===== src/rtl/commit_goal_monitor.sv =====
// commit_goal_monitor
// Run-control and statistics block that sits beside the commit stage. It counts
// RUN cycles, committed micro-ops and committed RISC-V ops. It ends a run on a
// programmable goal PC, on a cycle budget, or on a commit stall.
// Optional feature macro: RSD_COMMIT_MONITOR_STALL_DETECT_EN enables the
// no-commit deadlock detector (doneReason 3). Without it, STALL_LIMIT is unused.
module commit_goal_monitor #(
  parameter int COMMIT_WIDTH = 2,
  parameter int PC_WIDTH     = 32,
  parameter int GOAL_NUM     = 2,
  parameter int CNT_WIDTH    = 48,
  parameter int STALL_LIMIT  = 4096
) (
  input  logic                             clk,
  input  logic                             rst,
  input  logic                             start,
  input  logic [COMMIT_WIDTH-1:0]          commit,
  input  logic [COMMIT_WIDTH*PC_WIDTH-1:0] commitPC,
  input  logic [COMMIT_WIDTH-1:0]          commitFirstMop,
  input  logic [GOAL_NUM*PC_WIDTH-1:0]     goalPC,
  input  logic [GOAL_NUM-1:0]              goalEnable,
  input  logic [CNT_WIDTH-1:0]             maxCycles,
  output logic                             running,
  output logic                             done,
  output logic [1:0]                       doneReason,
  output logic [$clog2(GOAL_NUM):0]        goalIndex,
  output logic [$clog2(COMMIT_WIDTH):0]    goalLane,
  output logic [CNT_WIDTH-1:0]             cycleCount,
  output logic [CNT_WIDTH-1:0]             numMicroOp,
  output logic [CNT_WIDTH-1:0]             numRiscvOp
);

  localparam int IdxWidth  = $clog2(GOAL_NUM) + 1;
  localparam int LaneWidth = $clog2(COMMIT_WIDTH) + 1;
  localparam int IncWidth  = $clog2(COMMIT_WIDTH + 1);

  localparam logic [1:0] ReasonNone     = 2'd0;
  localparam logic [1:0] ReasonGoal     = 2'd1;
  localparam logic [1:0] ReasonTimeout  = 2'd2;
  localparam logic [1:0] ReasonDeadlock = 2'd3;

  typedef enum logic [1:0] {
    IDLE = 2'd0,
    RUN  = 2'd1,
    DONE = 2'd2
  } stateT;

  stateT state;
  stateT nextState;

  logic                 startAccept;
  logic [IncWidth-1:0]  microInc;
  logic [IncWidth-1:0]  riscvInc;
  logic [CNT_WIDTH-1:0] cycleNext;
  logic [CNT_WIDTH-1:0] microNext;
  logic [CNT_WIDTH-1:0] riscvNext;
  logic                 goalHit;
  logic [IdxWidth-1:0]  hitIndex;
  logic [LaneWidth-1:0] hitLane;
  logic                 timeoutHit;
  logic                 deadlockHit;

  // Counters stick at all-ones instead of wrapping so long runs stay meaningful
  function automatic logic [CNT_WIDTH-1:0] satAdd(input logic [CNT_WIDTH-1:0] a,
                                                  input logic [IncWidth-1:0] b);
    logic [CNT_WIDTH:0] sum;
    sum = {1'b0, a} + (CNT_WIDTH + 1)'(b);
    return sum[CNT_WIDTH] ? {CNT_WIDTH{1'b1}} : sum[CNT_WIDTH-1:0];
  endfunction

  // A start pulse only matters when no run is in progress
  assign startAccept = start && (state != RUN);

  // Population counts of committed micro-ops and of first micro-ops; lanes may be sparse
  always_comb begin
    microInc = '0;
    riscvInc = '0;
    for (int i = 0; i < COMMIT_WIDTH; i++) begin
      microInc = microInc + IncWidth'(commit[i]);
      riscvInc = riscvInc + IncWidth'(commit[i] & commitFirstMop[i]);
    end
  end

  // Counter values for this cycle if it is a RUN cycle
  always_comb begin
    cycleNext = satAdd(cycleCount, IncWidth'(1));
    microNext = satAdd(numMicroOp, microInc);
    riscvNext = satAdd(numRiscvOp, riscvInc);
  end

  // Goal match: scanned from the top down so the last write is the lowest lane,
  // and within that lane the lowest comparator
  always_comb begin
    goalHit  = 1'b0;
    hitIndex = '0;
    hitLane  = '0;
    for (int lane = COMMIT_WIDTH - 1; lane >= 0; lane--) begin
      for (int g = GOAL_NUM - 1; g >= 0; g--) begin
        if (commit[lane] && goalEnable[g] &&
            (commitPC[lane*PC_WIDTH +: PC_WIDTH] == goalPC[g*PC_WIDTH +: PC_WIDTH])) begin
          goalHit  = 1'b1;
          hitIndex = IdxWidth'(g);
          hitLane  = LaneWidth'(lane);
        end
      end
    end
  end

  // Cycle budget compares against the count that includes the current cycle
  assign timeoutHit = (maxCycles != '0) && (cycleNext >= maxCycles);

`ifdef RSD_COMMIT_MONITOR_STALL_DETECT_EN
  localparam int StallWidth = $clog2(STALL_LIMIT + 1);

  logic [StallWidth-1:0] stallCount;
  logic [StallWidth-1:0] stallNext;

  // Consecutive no-commit cycles; any commit restarts the count
  always_comb begin
    stallNext   = (commit != '0) ? '0 : stallCount + StallWidth'(1);
    deadlockHit = (stallNext >= StallWidth'(STALL_LIMIT));
  end

  // Stall counter only advances while a run is active and restarts with each run
  always_ff @(posedge clk or posedge rst) begin
    if (rst) begin
      stallCount <= '0;
    end else if (startAccept) begin
      stallCount <= '0;
    end else if (state == RUN) begin
      stallCount <= stallNext;
    end
  end
`else
  assign deadlockHit = 1'b0;
`endif

  // State register
  always_ff @(posedge clk or posedge rst) begin
    if (rst) begin
      state <= IDLE;
    end else begin
      state <= nextState;
    end
  end

  // Next-state decision; any finishing event ends the run
  always_comb begin
    nextState = state;
    case (state)
      IDLE:    if (start) nextState = RUN;
      RUN:     if (goalHit || timeoutHit || deadlockHit) nextState = DONE;
      DONE:    if (start) nextState = RUN;
      default: nextState = IDLE;
    endcase
  end

  // Status flags decoded straight from the state register
  always_comb begin
    running = (state == RUN);
    done    = (state == DONE);
  end

  // Statistics and finish cause; a new run clears everything, RUN accumulates
  always_ff @(posedge clk or posedge rst) begin
    if (rst) begin
      cycleCount <= '0;
      numMicroOp <= '0;
      numRiscvOp <= '0;
      doneReason <= ReasonNone;
      goalIndex  <= '0;
      goalLane   <= '0;
    end else if (startAccept) begin
      cycleCount <= '0;
      numMicroOp <= '0;
      numRiscvOp <= '0;
      doneReason <= ReasonNone;
      goalIndex  <= '0;
      goalLane   <= '0;
    end else if (state == RUN) begin
      cycleCount <= cycleNext;
      numMicroOp <= microNext;
      numRiscvOp <= riscvNext;
      if (goalHit) begin
        doneReason <= ReasonGoal;
        goalIndex  <= hitIndex;
        goalLane   <= hitLane;
      end else if (timeoutHit) begin
        doneReason <= ReasonTimeout;
      end else if (deadlockHit) begin
        doneReason <= ReasonDeadlock;
      end
    end
  end

endmodule


===== config.mk =====
export PLATFORM = sky130hd
export DESIGN_NAME = commit_goal_monitor
export DESIGN_NICKNAME = d
export VERILOG_FILES = /design/src/rtl/commit_goal_monitor.sv
export SDC_FILE = /design/constraint.sdc
export NUM_CORES = 1
export LEC_CHECK = 0
export BUFFER_PORTS_ARGS = -buffer_cell sky130_fd_sc_hd__clkbuf_2
export CAP_MARGIN = 20
export CORE_ASPECT_RATIO = 0.5
export CORE_UTILIZATION = 55
export CTS_BUF_LIST = sky130_fd_sc_hd__clkbuf_4
export CTS_CLUSTER_SIZE = 30
export DETAILED_ROUTE_END_ITERATION = 8
export PLACE_DENSITY = 0.82
export SLEW_MARGIN = 20
export SYNTH_ARGS = -nofsm -noshare
export SYNTH_HDL_FRONTEND = slang
export SYNTH_SLANG_ARGS = --single-unit

===== constraint.sdc =====
create_clock -name clk -period 14.7 [get_ports clk]
set_clock_uncertainty 0.05 [all_clocks]
set_input_delay 2.94 -clock clk [delete_from_list [all_inputs] [get_ports clk]]
set_output_delay 2.94 -clock clk [all_outputs]
set_load 0.02 [all_outputs]

==> flow_metrics.py <==
metrics = {
    "flow_run": {
        "maxCapViolCount": 0,
    },
    "grt": {
        "grt_pass1_wl_um": 66410,
        "grt_pass1_vias": 12410,
        "grt_max_degree": 104,
        "grt_remaining_overflow": 0,
        "antenna_found_initial": 0,
        "track_usage_pct": 38.18,
    },
    "worst_hold_path": {
        "min_path_cells": 1,
        "min_from": "doneReason[0]",
        "hp-class": "flip-flop to flip-flop",
    },
    "drt": {
        "drc": 0,
        "via_per_inst": 6.429,
        "drt_iter0_drc": 1442,
        "first_pass_iters": 6,
        "ant_nets": 0,
        "wl_per_cell_um": 20.97,
        "vias": 13130,
        "wl_um": 42820,
    },
    "worst_setup_path": {
        "cp.depth": 13,
        "crit_arrival_ps": 6840,
        "cp-startpoint": "commit[1]",
        "r2r_start": "cycleCount[28]",
        "crit_chain": "clkbuf_2 -> nand2_1 -> fa_1 -> inv_1 -> ha_1 -> nand4_1 -> nor3_2 -> nor3b_2 -> nand3_1 -> buf_8 -> a21oi_1 -> nor2_1 -> a311oi_1",
        "crit_path_end_kind": "flip-flop",
        "critPathKind": "input port to flip-flop",
        "start_kind": "input port",
        "path_delay_family": "simple AND/OR/NAND/NOR gates",
        "worst_ep_required_time_ps": 15130,
        "cpPeakStageDelay_ps": 700,
        "cp_num_buf_inv": 3,
        "cp_slowest_cell": "nor3b_2",
        "reg2reg_depth": 15,
        "critPathMaxFanout": 17,
    },
    "finish": {
        "fillerInstances": 1760,
        "area.growth.synth_to_final_pct": 18.09,
        "drive_gt1_share_pct": 22.89,
        "stdcell_area_um2": 13980,
        "nets": 1996,
        "diodes": 0,
    },
    "place": {
        "port_buffers": 334,
        "gp_congestion": 0.9928,
        "dpl.hpwl_um": 33140,
        "placedInstanceArea_um2": 13670,
    },
    "sta": {
        "final.setup.tns_ps": 0,
        "slew_viol_final": 0,
        "hold_viol": 0,
        "finalSetupViolations": 0,
        "slew_headroom_pct": 28.99,
        "worstMarginPinSlew_ps": 1063,
        "period_minus_slack_ps": 6413,
        "rsz0062_at_grt": "false",
        "fmax_mhz": 155.9,
        "fin_crit_sh_pct": 43.63,
    },
    "clocking": {
        "cts.sinks": 150,
        "cts_buffers": 17,
        "holdBufCountCts": 0,
        "worstSkewPairLatency_ps": 570,
        "ctsResizeCount": 0,
        "cts.path.max_buffers": 2,
        "cts_tree": "done",
        "path_clk_slew_ps": 130,
        "cts_root_buffer": "clkbuf_4",
        "htreeDepth": 4,
        "cts_setup_buffers": 0,
    },
    "yosys": {
        "ys_seq_elements": 150,
        "synthesis.area_um2": 11840,
        "synth-edff-count": 0,
        "synthArstFlopShare_pct": 100.0,
        "ys_warn_count": 0,
        "synthCells": 1462,
        "synthFlopType": "dfrtp_1",
        "synth_area_per_cell_um2": 8.100,
        "ys_seq_area_share_pct": 31.70,
        "synth.distinct_cells": 78,
    },
    "floorplan": {
        "start_util_pct": 56.85,
        "rows": 37,
        "die_area_um2": 22160,
        "die_x_um": 209.5,
        "dieHeight_um": 105.8,
        "core_um2": 20830,
        "num_io_pins": 337,
    },
    "pwr": {
        "p_leak_nw": 6.645,
        "total_power_mw": 1.162,
        "p_switching_uw": 494.1,
        "ir_drop_mv": 0.08391,
        "cellPowerDensity_nw_per_um2": 83.08,
        "swShare_pct": 42.53,
        "clkPwrFrac_pct": 24.2,
        "p_comb_share_pct": 37.8,
        "seqPwrFrac_pct": 38.0,
        "intPower_uw": 667.7,
    },
    "status": {
        "status": "complete, no violations",
    },
}
-- worst paths after layout --
| kind | end | slack [ps] |
|---|---|---|
| setup / recovery | numRiscvOp[25] | 8290 |
| hold / removal | doneReason[0] | 460 |
| setup reg to reg | doneReason[0] | 9460 |
| hold reg to reg | doneReason[0] | 460 |
| max in group asynchronous | numRiscvOp[2] | 10910 |
| min in group asynchronous | numMicroOp[28] | 2500 |
-- placed cells by master (no fill, tap or decap), types with 5 or more instances in the layout --
cell | netlist | routed
xnor2_1 | 74 | 74
o21ai_0 | 85 | 85
clkbuf_2 | 0 | 334
a211oi_1 | 15 | 15
and2_1 | 12 | 12
and4_1 | 16 | 16
a211o_1 | 14 | 14
o31ai_1 | 5 | 5
a41oi_1 | 6 | 6
a21o_1 | 7 | 7
o21a_1 | 13 | 13
nand4_1 | 55 | 55
nor4_1 | 41 | 41
clkbuf_4 | 0 | 18
nand2_1 | 150 | 150
xor2_1 | 91 | 91
nor2_1 | 115 | 114
a31oi_1 | 24 | 24
dfrtp_1 | 150 | 150
buf_4 | 3 | 7
a22o_1 | 13 | 13
nor3_1 | 46 | 46
a311oi_1 | 39 | 39
nand3_1 | 68 | 68
and3_1 | 36 | 36
inv_1 | 66 | 64
a21oi_1 | 115 | 115
a221oi_1 | 5 | 5
ha_1 | 51 | 51
-- flip-flops by register name (all words and copies together) (netlist names) --
name / flops
cycleCount: 48
numMicroOp: 48
numRiscvOp: 48
doneReason: 2
state: 2
goalIndex: 1
goalLane: 1
-- synthesized netlist by cell type, types with 14 or more instances --
cell type	number	area share, %
clkbuf_1	45	1.4
xor2_1	91	6.7
a311oi_1	39	2.9
nor3_1	46	1.9
dfrtp_1	150	32
nand2_1	150	4.8
o21ai_0	85	3.6
a211o_1	14	1.0
nand4_1	55	2.9
and3_1	36	1.9
nor4_1	41	2.2
and4_1	16	1.2
a21oi_1	115	4.9
a211oi_1	15	0.95
nor2_1	115	3.6
nand3_1	68	2.9
ha_1	51	5.4
xnor2_1	74	5.5
inv_1	66	2.1
a31oi_1	24	1.3
-- final cells by class --
| type | count | area, µm² | share of cell area (%) |
|---|---|---|---|
| Clock inverter | 12 | 161.4 | 1.154 |
| Multi-Input combinational cell | 1179 | 7577 | 54.18 |
| Inverter | 67 | 256.5 | 1.834 |
| Sequential cell | 150 | 3754 | 26.84 |
| Tap cell | 273 | 341.6 | 2.443 |
| Timing Repair Buffer | 343 | 1759 | 12.58 |
| Clock buffer | 18 | 135.1 | 0.9663 |
-- metrics by stage --
step	setup slack [ps]	hold WS (ps)	cells	utilization, %
2_1_floorplan	7674	418.2	1463	-
4_1_cts	8399	467.7	2041	67.03
5_1_grt	8057	487.7	2042	67.13
3_5_place_dp	7811	431.1	2011	65.61
3_3_place_gp	7736	428.2	2010	65.54
6_report	8287	464.9	2042	67.13
-- logic make-up (layout without fill, tap and decap cells) --
group                      after synthesis  count (layout)  share of synthesized area [%]
buffers and inverters                  134             440                          4.480
DFF                                    150             150                          31.70
other                                    1               2                        0.03167
adders and majority gates               53              53                          5.726
xor gates and xnor gates               165             165                          12.20
muxes                                    4               4                         0.3592
AOI/OAI and AO/OA                      367             367                          19.76
and+or+nand+nor                        588             588                          25.75
-- power groups by stage --
stage	registers (mW)	logic, mW	clock network [mW]
5_1_grt	0.443	0.468	0.299
4_1_cts	0.441	0.425	0.283
6_report	0.441	0.439	0.281
3_3_place_gp	0.448	0.417	0
3_5_place_dp	0.449	0.424	0
2_1_floorplan	0.455	0.256	0
-- layer usage --
layer / global-route usage, % / wire [µm] / vias to the layer above / share of wire [%]
li1: - / - / 5983 / -
met1: 49.49 / 17500 / 6319 / 41
met2: 64.31 / 20500 / 720 / 48
met3: 6.138 / 3312 / 105 / 7.7
met4: 14.81 / 1510 / 0 / 3.5
met5: 0 / 0 / - / 0
(Power assumes the default switching activity.)
